--- config.mk ---
export PLATFORM = sky130hd
export DESIGN_NAME = route_reservation_arbiter_flat
export DESIGN_NICKNAME = d
export VERILOG_FILES = /design/src/rtl/noc_route_pkg.sv /design/src/rtl/route_reservation_arbiter_if.sv /design/src/rtl/rr_arbiter.sv /design/src/rtl/route_reservation_arbiter.sv /design/src/flat_wrapper.sv
export SDC_FILE = /design/constraint.sdc
export NUM_CORES = 1
export LEC_CHECK = 0
export BUFFER_PORTS_ARGS = -buffer_cell sky130_fd_sc_hd__buf_2
export CAP_MARGIN = 15
export CORE_ASPECT_RATIO = 1.1
export CORE_MARGIN = 1
export CORE_UTILIZATION = 41
export DETAILED_ROUTE_END_ITERATION = 16
export GPL_ROUTABILITY_DRIVEN = 0
export GPL_TIMING_DRIVEN = 0
export SLEW_MARGIN = 20
export SYNTH_ARGS = -nofsm -noshare
export SYNTH_HDL_FRONTEND = slang
export SYNTH_SLANG_ARGS = --single-unit
--- constraint.sdc ---
create_clock -name clk -period 2.5 [get_ports clk]
set_input_delay 0.5 -clock clk [delete_from_list [all_inputs] [get_ports clk]]
set_output_delay 0.5 -clock clk [all_outputs]
set_load 0.005 [all_outputs]
--- src/rtl/noc_route_pkg.sv ---
// Shared definitions for the route-reservation logic: mesh direction indices
// and index-width helpers.
package noc_route_pkg;

  localparam int DIR_NORTH = 0;
  localparam int DIR_SOUTH = 1;
  localparam int DIR_WEST  = 2;
  localparam int DIR_EAST  = 3;

  function automatic int idx_width(input int n);
    return (n <= 1) ? 1 : $clog2(n);
  endfunction

  // An index field can encode values beyond N-1 when N is not a power of two.
  function automatic logic idx_ok(input int idx, input int n);
    return idx < n;
  endfunction

endpackage

--- src/rtl/route_reservation_arbiter_if.sv ---
// Per-port route-reservation handshake bundle between input-port control
// logic (master) and the switch-side reservation arbiter (slave).
interface route_reservation_arbiter_if #(
  parameter int N             = 4,
  parameter int REQUEST_WIDTH = 2
);

  logic [N-1:0]               routeReserveRequestValid;
  logic [N*REQUEST_WIDTH-1:0] routeReserveRequest;
  logic [N-1:0]               routeRelieve;
  logic [N-1:0]               routeReserveStatus;
  logic [N*REQUEST_WIDTH-1:0] outputSelect;
  logic [N-1:0]               outputSelectValid;
  logic                       protocolError;

  modport master (
    output routeReserveRequestValid, routeReserveRequest, routeRelieve,
    input  routeReserveStatus, outputSelect, outputSelectValid, protocolError
  );

  modport slave (
    input  routeReserveRequestValid, routeReserveRequest, routeRelieve,
    output routeReserveStatus, outputSelect, outputSelectValid, protocolError
  );

endinterface

--- src/rtl/rr_arbiter.sv ---
// Combinational round-robin picker: first set request bit scanning upward
// from ptr_i, wrapping modulo N.
module rr_arbiter #(
  parameter int N  = 4,
  parameter int PW = 2
) (
  input  logic [N-1:0]  req_i,
  input  logic [PW-1:0] ptr_i,
  output logic [N-1:0]  gnt_o,
  output logic          gnt_valid_o
);

  // NOTE: every output gets a default before the loop so no path leaves it unassigned (no latch).
  always_comb begin
    gnt_o       = '0;
    gnt_valid_o = 1'b0;
    for (int k = 0; k < N; k++) begin
      if (!gnt_valid_o && req_i[(int'(ptr_i) + k) % N]) begin
        gnt_o[(int'(ptr_i) + k) % N] = 1'b1;
        gnt_valid_o                  = 1'b1;
      end
    end
  end

endmodule

--- src/rtl/route_reservation_arbiter.sv ---
// Switch-side route-reservation responder: per-output round-robin grants held
// until the owning input relieves, plus crossbar select and sticky error flag.
module route_reservation_arbiter
  import noc_route_pkg::*;
#(
  parameter int N             = 4,
  parameter int REQUEST_WIDTH = idx_width(N)
) (
  input logic                        clk,
  input logic                        rst,
  route_reservation_arbiter_if.slave bus
);

  localparam int RW = REQUEST_WIDTH;

  logic [N-1:0]         owned_q, owned_d;
  logic [N-1:0][RW-1:0] owner_q, owner_d;
  logic [N-1:0][RW-1:0] rr_ptr_q, rr_ptr_d;
  logic [N-1:0]         held_q, held_d;
  logic [N-1:0][RW-1:0] held_out_q, held_out_d;
  logic                 err_q, err_d;

  logic [N-1:0][RW-1:0] req_idx;
  logic [N-1:0]         idx_legal;
  logic [N-1:0][N-1:0]  cand;
  logic [N-1:0][N-1:0]  gnt;
  logic [N-1:0]         gnt_valid;

  // Only free outputs see candidates, so a relieved output waits one cycle.
  always_comb begin
    req_idx   = '0;
    idx_legal = '0;
    cand      = '0;
    for (int i = 0; i < N; i++) begin
      req_idx[i]   = bus.routeReserveRequest[i*RW +: RW];
      idx_legal[i] = idx_ok(int'(req_idx[i]), N);
    end
    for (int o = 0; o < N; o++) begin
      for (int i = 0; i < N; i++) begin
        cand[o][i] = bus.routeReserveRequestValid[i] && !held_q[i] && idx_legal[i]
                     && (int'(req_idx[i]) == o) && !owned_q[o];
      end
    end
  end

  for (genvar o = 0; o < N; o++) begin : g_arb
    rr_arbiter #(.N(N), .PW(RW)) u_rr_arbiter (
      .req_i       (cand[o]),
      .ptr_i       (rr_ptr_q[o]),
      .gnt_o       (gnt[o]),
      .gnt_valid_o (gnt_valid[o])
    );
  end

  always_comb begin
    owned_d    = owned_q;
    owner_d    = owner_q;
    rr_ptr_d   = rr_ptr_q;
    held_d     = held_q;
    held_out_d = held_out_q;
    err_d      = err_q;

    for (int i = 0; i < N; i++) begin
      if (bus.routeRelieve[i]) begin
        if (held_q[i]) begin
          held_d[i]                = 1'b0;
          owned_d[held_out_q[i]]   = 1'b0;
          owner_d[held_out_q[i]]   = '0;
        end else begin
          err_d = 1'b1;
        end
      end
      if (bus.routeReserveRequestValid[i] && !idx_legal[i]) err_d = 1'b1;
    end

    // Grants touch only free outputs and unheld inputs, disjoint from relieves.
    for (int o = 0; o < N; o++) begin
      if (gnt_valid[o]) begin
        owned_d[o] = 1'b1;
        for (int i = 0; i < N; i++) begin
          if (gnt[o][i]) begin
            owner_d[o]    = RW'(i);
            rr_ptr_d[o]   = RW'((i + 1) % N);
            held_d[i]     = 1'b1;
            held_out_d[i] = RW'(o);
          end
        end
      end
    end
  end

  // NOTE: sequential state uses non-blocking assignments so all registers update together.
  always_ff @(posedge clk) begin
    if (!rst) begin
      owned_q    <= '0;
      owner_q    <= '0;
      rr_ptr_q   <= '0;
      held_q     <= '0;
      held_out_q <= '0;
      err_q      <= 1'b0;
    end else begin
      owned_q    <= owned_d;
      owner_q    <= owner_d;
      rr_ptr_q   <= rr_ptr_d;
      held_q     <= held_d;
      held_out_q <= held_out_d;
      err_q      <= err_d;
    end
  end

  // owner_q is cleared on release, so it reads 0 for every unowned output.
  assign bus.routeReserveStatus = held_q;
  assign bus.outputSelectValid  = owned_q;
  assign bus.outputSelect       = owner_q;
  assign bus.protocolError      = err_q;

endmodule

--- src/flat_wrapper.sv ---
// flat-port wrapper written by rule: the top's interface ports become plain ports
module route_reservation_arbiter_flat import noc_route_pkg::*;
#(
  parameter int N             = 4,
  parameter int REQUEST_WIDTH = idx_width(N)
)
  (clk, rst, bus_routeReserveRequestValid, bus_routeReserveRequest, bus_routeRelieve, bus_routeReserveStatus, bus_outputSelect, bus_outputSelectValid, bus_protocolError);
  route_reservation_arbiter_if #(.N(N), .REQUEST_WIDTH(REQUEST_WIDTH)) bus_i ();
  input logic clk;
  input logic rst;
  input wire logic [$bits(bus_i.routeReserveRequestValid)-1:0] bus_routeReserveRequestValid;
  input wire logic [$bits(bus_i.routeReserveRequest)-1:0] bus_routeReserveRequest;
  input wire logic [$bits(bus_i.routeRelieve)-1:0] bus_routeRelieve;
  output wire logic [$bits(bus_i.routeReserveStatus)-1:0] bus_routeReserveStatus;
  output wire logic [$bits(bus_i.outputSelect)-1:0] bus_outputSelect;
  output wire logic [$bits(bus_i.outputSelectValid)-1:0] bus_outputSelectValid;
  output wire logic [$bits(bus_i.protocolError)-1:0] bus_protocolError;
  assign bus_i.routeReserveRequestValid = bus_routeReserveRequestValid;
  assign bus_i.routeReserveRequest = bus_routeReserveRequest;
  assign bus_i.routeRelieve = bus_routeRelieve;
  assign bus_routeReserveStatus = bus_i.routeReserveStatus;
  assign bus_outputSelect = bus_i.outputSelect;
  assign bus_outputSelectValid = bus_i.outputSelectValid;
  assign bus_protocolError = bus_i.protocolError;
  route_reservation_arbiter #(.N(N), .REQUEST_WIDTH(REQUEST_WIDTH)) u_core (.clk(clk), .rst(rst), .bus(bus_i));
endmodule
==> metrics, run 1 <==
nature of the critical path startpoint=flop; Hold Crit Class=flop to flop; ys flop type=dfxtp_1; Pwr Total=about 4.7 mW; Clock Sinks=33; RSZ-0062 raised after global routing=true; syn avg cell area=about 8.5 um2; Root Driver=clkbuf_8; Layout Utilization=59.6%; drt first pass iters=5; area growth from synthesis to layout=38.7%; post-synth top area share=between 10% and 20%; final net count=542; Register-to-Register Path Depth=9; FMAX=roughly 400 MHz; flop2flop setup slack=-0.07 ns; GRT overflow=0; Ant. Diodes=0; initial antenna violation count=0; min-delay src=u_core.bus.protocolError; CTS HTree Levels=2; Synth Cell Area=roughly 0.0035 mm2; row cnt=34; CP Capture Type=flop; final worst path period need=about 2.6 ns; hold path depth=1; actual slew at the worst max-slew pin=around 0.74 ns; Fill cells=between 600 and 700; Final WS setup=-0.0669 ns; layout cell share with drive strength beyond 1=a little over two fifths; crit path kind=flop to flop; top cells by area, synth=dfxtp_1 19%, ha_1 11%, nand2_1 5.0%; GR Util All Layers=between 20 and 25%; status=finished with violations; first-pass GRT wire length=17,100 um; Port Buf Inserts=34; synth unique cells=82; post-synthesis sequential element count=33; drc violations=0; final period utilization=103%; Post-synth EDFFs=0; clk_skew=between 0.015 and 0.02 ns; core area=roughly 0.008 mm2; Avg WL per Cell=18.1 um; area leader, netlist=dfxtp_1; CP required=2.67 ns; CTS Buffer Depth=2; Final Instance Count excl. Fillers=approximately 600; Mapped Cells=406; Seq/Total Area, Yosys=a little under a fifth; crit path max fanout=6; Setup violations, final=9; PwrDens=slightly below 1000 mW/mm2; CTS tree=yes; pre-CTS setup slack=-0.550 ns; hold path endpoint=u_core.bus.protocolError; relative slew slack=between 50% and 60%; max-slew violations=0; violated checks=negative setup slack; initial drt markers=around 200; Max Cap Violations=0; Via density=between 6 and 7; YS warnings=0; worst reg2reg endpoint=u_core.bus.outputSelect[6]; initial core utilization=between 40% and 50%; Die Y=between 90 and 100 um; Reg clk slew, reported paths=approximately 0.080 ns; Clk Latency, worst-skew pair=roughly 0.29 ns; Leakage=around 1.9 nW; total routed wirelength=between 10,000 and 15,000 um; Final ANT Viol Nets=0; Post-synth ARST share=0%; Cell Count Post-Placement=548; Final Hold Viols=0; # IOs=35; hpwl dp=7500 um; Post-Synthesis Net Count=454; TritonCTS Buffers=5; origin of the critical flop-to-flop path=u_core.bus.routeReserveStatus[2]; IR drop worst, VDD=roughly 0.56 mV; Die W=slightly below 90 um; crit path DAT=2.74 ns; largest net degree at the start of global routing=12; Post-Route Setup TNS=-0.382 ns; number of global-route vias before repair=approximately 3,400; DIE AREA=0.00879 mm2; DR vias=3,722
per-stage QoR:
step                instance area [um2]  hold WS, ns
floorplan                          3500        0.475
global placement                   3810        0.474
detailed placement                 3810        0.471
CTS                                4400        0.492
global route                       4790        0.521
finish                             4790        0.482
sequential cells by signal (all words and copies together) (netlist names):
| name | count |
|---|---|
| u_core.rr_ptr_q | 8 |
| u_core.bus.protocolError | 1 |
| u_core.bus.outputSelect | 8 |
| u_core.held_out_q | 8 |
| u_core.bus.routeReserveStatus | 4 |
| u_core.bus.outputSelectValid | 4 |
routing by layer:
metal	GRT usage, %	vias up	wire length [um]
li1	-	1769	-
met1	34.6	1831	4920
met2	38.4	104	5280
met3	4.73	18	516
met4	8.18	0	163
met5	0	-	0
kinds of logic after synthesis:
logic type	Yosys count	synth area share (%)
muxes	15	8.16
DFF	33	19.1
AOI/OAI and AO/OA	119	25.8
buffers and inverters	33	4.28
and+or+nand+nor	176	31.7
adders and majority gates	30	10.9
worst max-delay path, stage by stage (launching register included):
cell and delay, ns:
dfxtp_2 0.33, buf_6 0.12, nand3b_4 0.14, or3b_4 0.40, mux4_2 0.60, nand3_2 0.11, a21oi_2 0.06, a221o_2 0.41
a311oi_2 0.22, a211oi_1 0.06
worst max path at each step:
| stage | startpoint | to | depth (start not counted) |
|---|---|---|---|
| floorplan | u_core.rr_ptr_q[5] | u_core.bus.routeReserveStatus[2] | 8 |
| global placement | bus_routeReserveRequest[5] | u_core.held_out_q[3] | 8 |
| detailed placement | bus_routeReserveRequest[5] | u_core.held_out_q[5] | 8 |
| CTS | u_core.bus.routeReserveStatus[2] | u_core.bus.outputSelect[7] | 8 |
| global route | u_core.rr_ptr_q[6] | u_core.bus.outputSelect[7] | 9 |
| finish | u_core.bus.routeReserveStatus[2] | u_core.bus.outputSelect[6] | 9 |
cells in the final DEF (no fill, tap or decap), drive strengths merged, types with 3 or more instances in the layout:
master,n
buf,87
nand2,46
dfxtp,33
ha,30
a21oi,20
nor2,19
inv,17
nand3,17
o21ai,16
a31oi,15
nand4,10
clkbuf,10
nor3,9
and3,9
mux4,9
nor4,9
o22ai,9
nand4bb,8
o211a,6
and2,6
mux2i,6
a22oi,6
a221oi,6
o211ai,5
a21o,5
and4bb,5
or3b,5
clkinvlp,4
a22o,4
or3,4
nor3b,4
or4b,4
nor4b,4
a211oi,4
o31a,3
a2111oi,3
o21a,3
nand3b,3
nor2b,3
a41oi,3
cell usage after synthesis, drive strengths merged (4+ instances only):
| cell type | n |
|---|---|
| nand2 | 46 |
| dfxtp | 33 |
| ha | 30 |
| a21oi | 20 |
| inv | 20 |
| nor2 | 19 |
| nand3 | 17 |
| o21ai | 16 |
| a31oi | 15 |
| nand4 | 10 |
| and3 | 9 |
| mux4 | 9 |
| nor3 | 9 |
| nor4 | 9 |
| o22ai | 9 |
| nand4bb | 8 |
| clkbuf | 7 |
| a221oi | 6 |
| a22oi | 6 |
| and2 | 6 |
| mux2i | 6 |
| o211a | 6 |
| a21o | 5 |
| and4bb | 5 |
| o211ai | 5 |
| or3b | 5 |
| a211oi | 4 |
| a22o | 4 |
| buf | 4 |
| nor3b | 4 |
| nor4b | 4 |
| or3 | 4 |
| or4b | 4 |
repair_timing:
item / CTS / global route
gates resized for setup: 53 / 51
hold buffers: 0 / 0
setup endpoints to repair: 28 / 28
buffers inserted: 23 / 26
gates cloned: 0 / 0
pin swaps: 17 / 18
report_power, final:
| group | internal (mW) | total (mW) | switching [mW] |
|---|---|---|---|
| registers | 0.763 | 1.03 | 0.263 |
| logic | 1.53 | 3.11 | 1.58 |
| clock network | 0.396 | 0.614 | 0.218 |
| total | 2.69 | 4.75 | 2.06 |
cell type report:
class | count | area, um2 | share of cell area [%]
Sequential cell | 33 | 694 | 14.5
Clock inverter | 3 | 65.1 | 1.36
Multi-Input combinational cell | 340 | 3100 | 64.7
Inverter | 22 | 105 | 2.19
Clock buffer | 5 | 68.8 | 1.44
Timing Repair Buffer | 83 | 549 | 11.5
Tap cell | 108 | 135 | 2.82
Buffer | 9 | 71.3 | 1.49
Note: power is estimated with default switching activity, not from simulation.
==> run 2, diff against run 1 <==
--- a/config.mk
+++ b/config.mk
@@ -5,6 +5,7 @@
 export SDC_FILE = /design/constraint.sdc
 export NUM_CORES = 1
 export LEC_CHECK = 0
+export ABC_AREA = 1
 export BUFFER_PORTS_ARGS = -buffer_cell sky130_fd_sc_hd__buf_2
 export CAP_MARGIN = 15
 export CORE_ASPECT_RATIO = 1.1
@@ -13,6 +14,7 @@
 export DETAILED_ROUTE_END_ITERATION = 16
 export GPL_ROUTABILITY_DRIVEN = 0
 export GPL_TIMING_DRIVEN = 0
+export RECOVER_POWER = 50
 export SLEW_MARGIN = 20
 export SYNTH_ARGS = -nofsm -noshare
 export SYNTH_HDL_FRONTEND = slang
==> constraint.sdc (replaced) <==
create_clock -name clk -period 3.2 [get_ports clk]
set_input_delay 0.64 -clock clk [delete_from_list [all_inputs] [get_ports clk]]
set_output_delay 0.64 -clock clk [all_outputs]
set_load 0.005 [all_outputs]
==> run 2 against run 1 <==
Net effect: the flow now finishes without violations; final cell count increased by 21%; die area is 2.6% higher; highest routed layer unchanged; combinational power down 35%; global-route usage decreased by 1.2 points; critical path type unchanged; via count grew 4.6%.
==> metrics, run 2 <==
Post-Route Setup TNS=0 ns (was -0.382 ns); pre-CTS setup slack=0.772 ns (was -0.550 ns); Seq/Total Area, Yosys=18.6% (was 19.1%); Post-synth EDFFs=0 (unchanged); most common cell after layout, fill and taps aside=nand2_1 (was buf_4); hpwl dp=8300 um (was 7500 um); YS warnings=0 (unchanged); FMAX=374 MHz (was 390 MHz); first-pass GRT wire length=17,400 um (was 17,100 um); mux contribution to synthesized area=0% (was 8.16%); Port Buf Inserts=33 (was 34); post-synthesis sequential element count=33 (unchanged); WL met1=4890 um (was 4920 um); TritonCTS Buffers=5 (unchanged); area growth from synthesis to layout=10.1% (was 38.7%); ys flop type=dfxtp_1 (unchanged); Die Y=99.5 um (was 98.2 um); relative slew slack=37.1% (was 50.3%); Root Driver=clkbuf_8 (unchanged); Met2 Wirelength=4690 um (was 5280 um); largest net degree at the start of global routing=12 (unchanged); Die W=90.6 um (was 89.5 um); actual slew at the worst max-slew pin=0.941 ns (was 0.738 ns); CTS HTree Levels=2 (unchanged); DIE AREA=0.00902 mm2 (was 0.00879 mm2); Fill cells=903 (was 696); initial core utilization=42.4% (was 42.9%); CTS Buffer Depth=2 (unchanged); Layout Utilization=46.6% (was 59.6%); initial antenna violation count=0 (unchanged); most frequent cells in the layout=132 x nand2_1, 89 x nand3_1, 73 x nor2_1, 63 x inv_1, 33 x dfxtp_1 (was 47 x buf_4, 45 x nand2_1, 34 x buf_2, 27 x ha_1, 20 x dfxtp_1); total routed wirelength=10,300 um (was 10,900 um); largest family of logic cells by synthesized area=simple AND/OR/NAND/NOR gates (unchanged); # IOs=35 (unchanged); Synth Cell Area=0.00354 mm2 (was 0.00345 mm2); CTS tree=yes (unchanged); Pwr Total=3.15 mW (was 4.75 mW); met3 wire len=534 um (was 516 um); core area=0.00836 mm2 (was 0.00804 mm2); Final Hold Viols=0 (unchanged); syn avg cell area=6.14 um2 (was 8.50 um2); CP Capture Type=flop (unchanged); row cnt=35 (was 34); Ant. Diodes=0 (unchanged); Mapped Cells=577 (was 406); Clk Latency, worst-skew pair=0.29 ns (about the same); Max Cap Violations=0 (unchanged); max-slew violations=0 (unchanged); final net count=665 (was 542); crit path max fanout=10 (was 6); crit path kind=flop to flop (unchanged); final worst path period need=2.67 ns (was 2.57 ns); Hold Crit Class=flop to flop (unchanged); Reg clk slew, reported paths=0.07 ns (was 0.08 ns); post-synth top area share=18.6% (was 19.1%); status=finished, final reports clean (was finished with violations); Final ANT Viol Nets=0 (unchanged); area leader, netlist=dfxtp_1 (unchanged); Post-Synthesis Net Count=625 (was 454); top layer in use=met4 (unchanged); Avg WL per Cell=14.1 um (was 18.1 um); CP required=3.43 ns (was 2.67 ns); GR Util All Layers=23.7% (was 24.9%); Clock Sinks=33 (unchanged); Setup violations, final=0 (was 9); layout cell share with drive strength beyond 1=16.5% (was 42.4%); Final WS setup=0.528 ns (was -0.0669 ns); number of global-route vias before repair=3,660 (was 3,442); Post-synth top cells=130 x nand2_1, 89 x nand3_1, 71 x nor2_1, 60 x inv_1, 33 x dfxtp_1 (was 46 x nand2_1, 33 x dfxtp_1, 30 x ha_1, 20 x inv_1, 19 x a21oi_1); most numerous cell in the Yosys netlist=nand2_1 (unchanged); synth unique cells=30 (was 82); drt first pass iters=7 (was 5); DR vias=3,893 (was 3,722); XOR/XNOR share of the synthesized area=0% (unchanged); drc violations=0 (unchanged); Post-CTS Resized=0 (was 53); Leakage=1.93 nW (was 1.86 nW); Simple-Gate Fraction of Synth Area=54.6% (was 31.7%); final period utilization=83.5% (was 103%); Post-CTS Setup Inserts=0 (was 23); initial drt markers=234 (was 199); PwrDens=808 mW/mm2 (was 991 mW/mm2); IR drop worst, VDD=0.253 mV (was 0.556 mV); crit path DAT=2.90 ns (was 2.74 ns); Post-synth ARST share=0% (unchanged); CTS Hold Bufs=0 (unchanged); GRT overflow=0 (unchanged); clk_skew=0.00516 ns (was 0.0156 ns); RSZ-0062 raised after global routing=false (was true); Synth Area in Compound Gates=7.87% (was 25.8%); adder-cell share of the synthesized area=10.6% (was 10.9%); nature of the critical path startpoint=flop (unchanged); top cells by area, synth=dfxtp_1 19%, nand2_1 14%, nand3_1 13% (was dfxtp_1 19%, ha_1 11%, nand2_1 5.0%); Via density=5.34 (was 6.17)
==> run 2: cell types whose count changed in the layout (fill, tap and decap cells not counted), sizes merged, moves of 9 or more <==
cell / before / now
nand2: 46 / 149
nand3: 17 / 102
nor2: 19 / 97
buf: 87 / 27
inv: 17 / 73
nand4: 10 / 32
a31oi: 15 / 2
and3: 9 / 0
mux4: 9 / 0
o22ai: 9 / 0
==> run 2: worst max-delay path: stages, from the launching register on <==
cell and delay, ns:
dfxtp_1 0.57, inv_1 0.25, ha_1 0.40, inv_1 0.10
nand3_1 0.08, nand2_1 0.12, nand2_2 0.06, nor2_1 0.26
nand3_1 0.11, nand2_1 0.25, inv_2 0.09, a21oi_2 0.15
nand2_1 0.08, nor2_1 0.09
==> run 2: where the power goes <==
part           leakage (nW)  total [mW]  switching (mW)  internal, mW
Clock                0.0395       0.312           0.157         0.155
Combinational          1.62        2.02            1.35         0.677
Sequential            0.272       0.816           0.241         0.575
==> run 2: logic make-up (layout without fill, tap and decap cells) <==
| family | after synthesis | count (layout) |
|---|---|---|
| AND/OR/NAND/NOR | 389 | 389 |
| buffers and inverters | 78 | 119 |
| AO/OA/AOI/OAI | 47 | 47 |
| flip-flops | 33 | 33 |
| adder cells (fa/ha/maj) | 30 | 30 |
==> run 2: layer usage <==
| metal | track usage [%] | vias up |
|---|---|---|
| li1 | - | 2004 |
| met1 | 32.4 | 1760 |
| met2 | 38.9 | 111 |
| met3 | 3.82 | 18 |
| met4 | 6.08 | 0 |
| met5 | 0 | - |
==> run 2: worst paths after layout <==
check                              from                         end  slack [ns]  cells past startpoint
max                  u_core.rr_ptr_q[0]          u_core.rr_ptr_q[0]        0.53                     13
min          u_core.bus.outputSelect[3]  u_core.bus.outputSelect[3]        0.49                      2
max reg2reg          u_core.rr_ptr_q[0]          u_core.rr_ptr_q[0]        0.53                     13
min reg2reg  u_core.bus.outputSelect[3]  u_core.bus.outputSelect[3]        0.49                      2
==> run 2: metrics by stage <==
stage	instance area [um2]	hold slack, ns	std cells
4_1_cts	3930	0.502	729
5_1_grt	3900	0.522	729
2_1_floorplan	3540	0.473	577
3_3_place_gp	3850	0.487	721
6_report	3900	0.491	729
3_5_place_dp	3850	0.492	721
==> run 2: cell type report <==
type | instances | area, um2 | area share, %
tap | 111 | 139 | 3.56
sequential | 33 | 661 | 16.9
timing repair buffer | 33 | 158 | 4.04
clock buffer | 8 | 80.1 | 2.05
multi-input combinational | 466 | 2570 | 65.9
buffer | 3 | 11.3 | 0.289
inverter | 75 | 282 | 7.22
